$ cat src/rtl/r_rom_link_arbiter_if.sv
// Requester handshake, byte-wide FIFO link and status signals of the ROM link arbiter.
// slave = arbiter view, master = requesters plus FIFO pair view.
interface r_rom_link_arbiter_if #(
  parameter int N_REQ = 2
);
  localparam int ID_W = $clog2(N_REQ);

  logic [N_REQ-1:0]    req_valid;
  logic [64*N_REQ-1:0] req_addr;
  logic [N_REQ-1:0]    req_ready;
  logic [N_REQ-1:0]    rsp_valid;
  logic [N_REQ-1:0]    rsp_ready;
  logic [63:0]         rsp_data;
  logic                cmd_full;
  logic                cmd_wr_en;
  logic [7:0]          cmd_din;
  logic                rsp_empty;
  logic                rsp_rd_en;
  logic [7:0]          rsp_dout;
  logic                busy;
  logic [ID_W-1:0]     grant_id;

  modport slave (
    input  req_valid, req_addr, rsp_ready, cmd_full, rsp_empty, rsp_dout,
    output req_ready, rsp_valid, rsp_data, cmd_wr_en, cmd_din, rsp_rd_en, busy, grant_id
  );

  modport master (
    output req_valid, req_addr, rsp_ready, cmd_full, rsp_empty, rsp_dout,
    input  req_ready, rsp_valid, rsp_data, cmd_wr_en, cmd_din, rsp_rd_en, busy, grant_id
  );
endinterface

$ cat src/rtl/r_rom_link_arbiter.sv
// Round-robin arbiter sharing one byte-wide command/response FIFO pair between N_REQ
// requesters: 64-bit address out LSB-first as 8 bytes, 8 bytes back as one 64-bit word.
module r_rom_link_arbiter #(
  parameter int N_REQ = 2
) (
  input logic                 clk,
  input logic                 rst_n,
  r_rom_link_arbiter_if.slave bus
);
  localparam int ID_W = $clog2(N_REQ);

  typedef enum logic [1:0] {
    S_IDLE = 2'd0,
    S_CMD  = 2'd1,
    S_RSP  = 2'd2,
    S_DONE = 2'd3
  } state_t;

  state_t            r_state;
  state_t            w_state_nxt;
  logic [63:0]       r_buf;
  logic [2:0]        r_tx_cnt;
  logic [2:0]        r_rx_cnt;
  logic [3:0]        r_rd_cnt;
  logic              r_rd_pend;
  logic [ID_W-1:0]   r_rr_ptr;
  logic [ID_W-1:0]   r_grant_id;

  logic [ID_W-1:0]   w_grant;
  logic              w_any_req;
  logic [ID_W:0]     w_sum;
  logic [63:0]       w_addr_sel;
  logic [ID_W-1:0]   w_rr_nxt;
  logic              w_rsp_take;

  logic [N_REQ-1:0]  w_req_ready;
  logic [N_REQ-1:0]  w_rsp_valid;
  logic [63:0]       w_rsp_data;
  logic              w_cmd_wr;
  logic [7:0]        w_cmd_din;
  logic              w_rsp_rd;

  // Search rr_ptr, rr_ptr+1, ... downward so the smallest offset is written last and wins.
  always_comb begin
    w_grant   = '0;
    w_any_req = 1'b0;
    w_sum     = '0;
    for (int k = N_REQ - 1; k >= 0; k--) begin
      w_sum = {1'b0, r_rr_ptr} + (ID_W+1)'(k);
      if (w_sum >= (ID_W+1)'(N_REQ)) begin
        w_sum = w_sum - (ID_W+1)'(N_REQ);
      end
      if (bus.req_valid[w_sum[ID_W-1:0]]) begin
        w_grant   = w_sum[ID_W-1:0];
        w_any_req = 1'b1;
      end
    end
  end

  always_comb begin
    w_addr_sel = '0;
    for (int k = 0; k < N_REQ; k++) begin
      if (w_grant == ID_W'(k)) begin
        w_addr_sel = bus.req_addr[64*k +: 64];
      end
    end
  end

  assign w_rr_nxt   = (r_grant_id == ID_W'(N_REQ - 1)) ? '0 : r_grant_id + ID_W'(1);
  assign w_rsp_take = bus.rsp_ready[r_grant_id];

  always_comb begin
    w_state_nxt = r_state;
    w_req_ready = '0;
    w_rsp_valid = '0;
    w_rsp_data  = '0;
    w_cmd_wr    = 1'b0;
    w_cmd_din   = '0;
    w_rsp_rd    = 1'b0;
    case (r_state)
      S_IDLE: begin
        if (w_any_req) begin
          w_req_ready[w_grant] = 1'b1;
          w_state_nxt          = S_CMD;
        end
      end
      S_CMD: begin
        w_cmd_wr  = ~bus.cmd_full;
        w_cmd_din = r_buf[7:0];
        if (w_cmd_wr && (r_tx_cnt == 3'd7)) begin
          w_state_nxt = S_RSP;
        end
      end
      S_RSP: begin
        // Read data lags the strobe by one cycle, so reads are counted separately from captures.
        w_rsp_rd = ~bus.rsp_empty && (r_rd_cnt < 4'd8);
        if (r_rd_pend && (r_rx_cnt == 3'd7)) begin
          w_state_nxt = S_DONE;
        end
      end
      S_DONE: begin
        w_rsp_valid[r_grant_id] = 1'b1;
        w_rsp_data              = r_buf;
        if (w_rsp_take) begin
          w_state_nxt = S_IDLE;
        end
      end
      default: w_state_nxt = S_IDLE;
    endcase
  end

  always_ff @(posedge clk or negedge rst_n) begin
    if (!rst_n) begin
      r_state    <= S_IDLE;
      r_buf      <= '0;
      r_tx_cnt   <= '0;
      r_rx_cnt   <= '0;
      r_rd_cnt   <= '0;
      r_rd_pend  <= 1'b0;
      r_rr_ptr   <= '0;
      r_grant_id <= '0;
    end else begin
      r_state   <= w_state_nxt;
      r_rd_pend <= w_rsp_rd;
      case (r_state)
        S_IDLE: begin
          if (w_any_req) begin
            r_buf      <= w_addr_sel;
            r_grant_id <= w_grant;
            r_tx_cnt   <= '0;
            r_rx_cnt   <= '0;
            r_rd_cnt   <= '0;
          end
        end
        S_CMD: begin
          if (w_cmd_wr) begin
            r_buf    <= {8'h00, r_buf[63:8]};
            r_tx_cnt <= r_tx_cnt + 3'd1;
          end
        end
        S_RSP: begin
          if (w_rsp_rd) begin
            r_rd_cnt <= r_rd_cnt + 4'd1;
          end
          // Shifting in from the top leaves the first response byte in [7:0] after eight captures.
          if (r_rd_pend) begin
            r_buf    <= {bus.rsp_dout, r_buf[63:8]};
            r_rx_cnt <= r_rx_cnt + 3'd1;
          end
        end
        S_DONE: begin
          if (w_rsp_take) begin
            r_rr_ptr <= w_rr_nxt;
          end
        end
        default: ;
      endcase
    end
  end

  assign bus.req_ready = w_req_ready;
  assign bus.rsp_valid = w_rsp_valid;
  assign bus.rsp_data  = w_rsp_data;
  assign bus.cmd_wr_en = w_cmd_wr;
  assign bus.cmd_din   = w_cmd_din;
  assign bus.rsp_rd_en = w_rsp_rd;
  assign bus.busy      = (r_state != S_IDLE);
  assign bus.grant_id  = r_grant_id;

endmodule

$ cat src/flat_wrapper.sv
// flat-port wrapper written by rule: the top's interface ports become plain ports
module r_rom_link_arbiter_flat 
#(
  parameter int N_REQ = 2
)
  (clk, rst_n, bus_req_valid, bus_req_addr, bus_rsp_ready, bus_cmd_full, bus_rsp_empty, bus_rsp_dout, bus_req_ready, bus_rsp_valid, bus_rsp_data, bus_cmd_wr_en, bus_cmd_din, bus_rsp_rd_en, bus_busy, bus_grant_id);
  r_rom_link_arbiter_if #(.N_REQ(N_REQ)) bus_i ();
  input logic clk;
  input logic rst_n;
  input wire logic [$bits(bus_i.req_valid)-1:0] bus_req_valid;
  input wire logic [$bits(bus_i.req_addr)-1:0] bus_req_addr;
  input wire logic [$bits(bus_i.rsp_ready)-1:0] bus_rsp_ready;
  input wire logic [$bits(bus_i.cmd_full)-1:0] bus_cmd_full;
  input wire logic [$bits(bus_i.rsp_empty)-1:0] bus_rsp_empty;
  input wire logic [$bits(bus_i.rsp_dout)-1:0] bus_rsp_dout;
  output wire logic [$bits(bus_i.req_ready)-1:0] bus_req_ready;
  output wire logic [$bits(bus_i.rsp_valid)-1:0] bus_rsp_valid;
  output wire logic [$bits(bus_i.rsp_data)-1:0] bus_rsp_data;
  output wire logic [$bits(bus_i.cmd_wr_en)-1:0] bus_cmd_wr_en;
  output wire logic [$bits(bus_i.cmd_din)-1:0] bus_cmd_din;
  output wire logic [$bits(bus_i.rsp_rd_en)-1:0] bus_rsp_rd_en;
  output wire logic [$bits(bus_i.busy)-1:0] bus_busy;
  output wire logic [$bits(bus_i.grant_id)-1:0] bus_grant_id;
  assign bus_i.req_valid = bus_req_valid;
  assign bus_i.req_addr = bus_req_addr;
  assign bus_i.rsp_ready = bus_rsp_ready;
  assign bus_i.cmd_full = bus_cmd_full;
  assign bus_i.rsp_empty = bus_rsp_empty;
  assign bus_i.rsp_dout = bus_rsp_dout;
  assign bus_req_ready = bus_i.req_ready;
  assign bus_rsp_valid = bus_i.rsp_valid;
  assign bus_rsp_data = bus_i.rsp_data;
  assign bus_cmd_wr_en = bus_i.cmd_wr_en;
  assign bus_cmd_din = bus_i.cmd_din;
  assign bus_rsp_rd_en = bus_i.rsp_rd_en;
  assign bus_busy = bus_i.busy;
  assign bus_grant_id = bus_i.grant_id;
  r_rom_link_arbiter #(.N_REQ(N_REQ)) u_core (.clk(clk), .rst_n(rst_n), .bus(bus_i));
endmodule
$ cat config.mk
export PLATFORM = sky130hd
export DESIGN_NAME = r_rom_link_arbiter_flat
export DESIGN_NICKNAME = d
export VERILOG_FILES = /design/src/rtl/r_rom_link_arbiter_if.sv /design/src/rtl/r_rom_link_arbiter.sv /design/src/flat_wrapper.sv
export SDC_FILE = /design/constraint.sdc
export NUM_CORES = 1
export LEC_CHECK = 0
export BUFFER_PORTS_ARGS = -buffer_cell sky130_fd_sc_hd__buf_2
export CORE_UTILIZATION = 53
export DETAILED_ROUTE_END_ITERATION = 8
export GPL_TIMING_DRIVEN = 0
export PLACE_DENSITY = 0.92
export SLEW_MARGIN = 10
export SYNTH_ARGS = -nofsm -noshare
export SYNTH_HDL_FRONTEND = slang
export SYNTH_SLANG_ARGS = --single-unit
$ cat constraint.sdc
create_clock -name clk -period 2.9 [get_ports clk]
set_input_delay 0.435 -clock clk [delete_from_list [all_inputs] [get_ports clk]]
set_output_delay 0.435 -clock clk [all_outputs]
set_load 0.1 [all_outputs]
==> results by group <==
Floorplanning
  – Initial core utilization: 55.3%
  – IO Pins: 224
  – Die Span Y: 103 um
  – Die width: 103 um
  – Die ar.: 10700 um^2
  – Core area: 9860 um^2
  – Rows: 36

Synthesis
  – Synthesized flop and latch total: 79
  – Cells after synthesis: 671
  – Netlist cell types: 34
  – Post-synth EDFFs: 0
  – Post-synthesis average cell area: 8.14 um^2
  – Area leader, netlist: dfrtp_1
  – Yosys warns: 0
  – Ys async rst share: 100%
  – Yosys top cell area share: 36.2%
  – Seq/Total Area, Yosys: 36.2%
  – Synthesized cell area: 5460 um^2
  – Synth Flop Type: dfrtp_1
  – Dominant cells by area after synthesis: dfrtp_1 (36%), a21boi_0 (8.8%), o21bai_1 (8.8%)
  – Syn Nets: 825

CTS
  – Cts bufs inserted: 9
  – Clk_lat worst skew: 0.35 ns
  – Hold buffer count at cts: 0
  – CTS tree: done
  – Post-CTS Setup Bufs: 0
  – Root Buffer: clkbuf_8
  – Clock-pin slew on the worst setup and hold paths: 0.08 ns
  – TritonCTS Sinks: 79
  – Number of H-tree levels: 3
  – CTS max path bufs: 2

Layout
  – Commonest non-fill, non-tap cell in the layout: buf_2
  – Core Util, Final: 71.3%
  – Share of cells above drive strength 1: 29.3%
  – Most frequent cells in the layout: buf_2 (220), dfrtp_1 (79), and2_1 (74), nand2_1 (71), nor2_1 (69)
  – Antenna diodes: 0
  – Layout area overhead: 28.8%
  – Nets@finish: 1060
  – Finished Layout Cells: 1044

Global route
  – Routing usage on met1: 42.5%
  – Tot GR Track Use: 33.7%
  – Grt total ovfl: 0
  – Largest net degree at the start of global routing: 42
  – Number of global-route vias before repair: 5478
  – GR Util met2: 57.3%
  – First-pass GRT wire length: 27.0 mm
  – Layer with the highest usage: met2
  – Initial antenna violation count: 1
  – Met3 usage: 6.72%

Worst setup path
  – CP max stage cell: dfrtp_1
  – CP max stage delay: 0.42 ns
  – Buf/Inv on CP: 3
  – Crit path max-delay family: buffers and inverters
  – Worst r2r src: u_core.r_state[1]
  – Crit Path Class: flip-flop to output pin
  – Maximum fanout along the worst path: 10
  – Worst setup EP type: output pin
  – Cells along the critical path: ha_1 -> clkbuf_2 -> clkbuf_1 -> and2_1 -> clkbuf_4
  – CP Launch Point: u_core.r_state[1]
  – Startpoint Class: flip-flop
  – CP arrival: 2.33 ns
  – Critical path data required time: 2.47 ns

STA
  – Worst setup margin: 0.139 ns
  – Hold Violations, Final: 0
  – Period Utilization, post-route: 95.2%
  – Worst rel slew slack: 47.9%
  – # setup viols final: 0
  – RSZ-0062 raised after global routing: no
  – Tmin final: 2.76 ns
  – Worst clock skew: 0.0119 ns
  – Slew Limit Fails: 0
  – Worst Tran Pin Value: 0.782 ns
  – Max frequency: 0.362 GHz
  – Setup TNS: 0 ns

Drt
  – DR vias: 5985
  – Residual DRC count: 0
  – WL per Instance: 17.2 um
  – Drt total wl: 18.0 mm
  – Routed Antenna Nets: 0
  – Initial DRC Count: 294
  – DRT Pass-1 Iters: 5
  – Vias per inst: 5.73

Place
  – DP Cell Count: 1028
  – I/O Buffers: 223
  – Pre-CTS setup slack: 0.234 ns
  – Placer Congestion: 0.895
  – Hpwl dp: 13.6 mm

Run status
  – Status: finished clean

Run
  – Max-cap violations: 0

Hold path
  – Hold Path Class: input pin to asynchronous set/reset pin
flip-flops by register name, summed over array words and instances (netlist names):
| name | flops |
|---|---|
| u_core.r_rd_pend | 1 |
| u_core.r_state | 2 |
| u_core.r_rd_cnt | 4 |
| u_core.r_tx_cnt | 3 |
| u_core.r_rr_ptr | 1 |
| u_core.bus.grant_id | 1 |
| u_core.r_buf | 64 |
| u_core.r_rx_cnt | 3 |
worst register-to-register path, cell delays in order (launching register included):
cell and delay (ns):
dfrtp_1 0.42, inv_1 0.09, ha_1 0.34, clkbuf_1 0.62, clkbuf_1 0.36, o21bai_1 0.22
a31oi_1 0.14
synthesized netlist by cell type, drive strengths merged (3+ instances only):
library cell	n
a22o	5
nor3b	3
o21bai	64
a21boi	64
dfrtp	79
buf	20
a21oi	3
clkbuf	45
o21ai	4
a21o	4
a31oi	64
and3	65
nand3	3
nor2	69
inv	5
mux2	3
and2	74
nand2	71
ha	10
per-layer routing:
metal	up-vias	wire length, um
met3	43	1470
met4	0	464
li1	2808	-
met5	-	0
met1	2821	7210
met2	313	8860
cell type report:
cell class / instances / area [um^2]
Multi-Input combinational cell: 522 / 3200
Fill cell: 852 / 2830
Sequential cell: 79 / 1980
Timing Repair Buffer: 224 / 1190
Buffer: 65 / 268
Tap cell: 133 / 166
Clock buffer: 10 / 128
Clock inverter: 6 / 85.1
Inverter: 5 / 18.8
cells by family (layout without fill, tap and decap cells):
group	after synthesis	in the layout	synth area share [%]
fa+ha+maj	10	10	2.29
xor+xnor	1	1	0.160
flops	79	79	36.2
buf+inv	70	310	5.23
compound gates	214	214	28.0
simple gates	293	293	27.3
mux	4	4	0.802
final timing paths:
check | endpoint | slack, ns | cells after the start
worst max register to register | u_core.r_buf[38] | 0.59 | 6
max in group asynchronous | u_core.r_buf[48] | 2.24 | 2
worst max-delay path | bus_rsp_data[61] | 0.14 | 5
worst min register to register | u_core.r_rd_pend | 0.50 | 1
min in group clk | u_core.r_rd_pend | 0.28 | 2
worst min-delay path | u_core.r_rd_cnt[3] | 0.06 | 1
metrics by stage:
| step | area, um^2 | hold slack [ns] |
|---|---|---|
| 2_1_floorplan | 5460 | 0.139 |
| 3_3_place_gp | 6750 | 0.473 |
| 3_5_place_dp | 6770 | 0.447 |
| 4_1_cts | 6980 | 0.0677 |
| 5_1_grt | 7030 | 0.0847 |
| 6_report | 7030 | 0.0581 |
timing repair:
action                                  in CTS  in global routing
gates cloned                                 0                  0
pin swaps                                    0                  0
resized for setup                            1                 20
endpoints found under the setup margin      20                 20
hold endpoints to repair                     0                  0
Power is not shown: default switching activity piles up to over one toggle a cycle in this logic, so the estimate is an artifact.
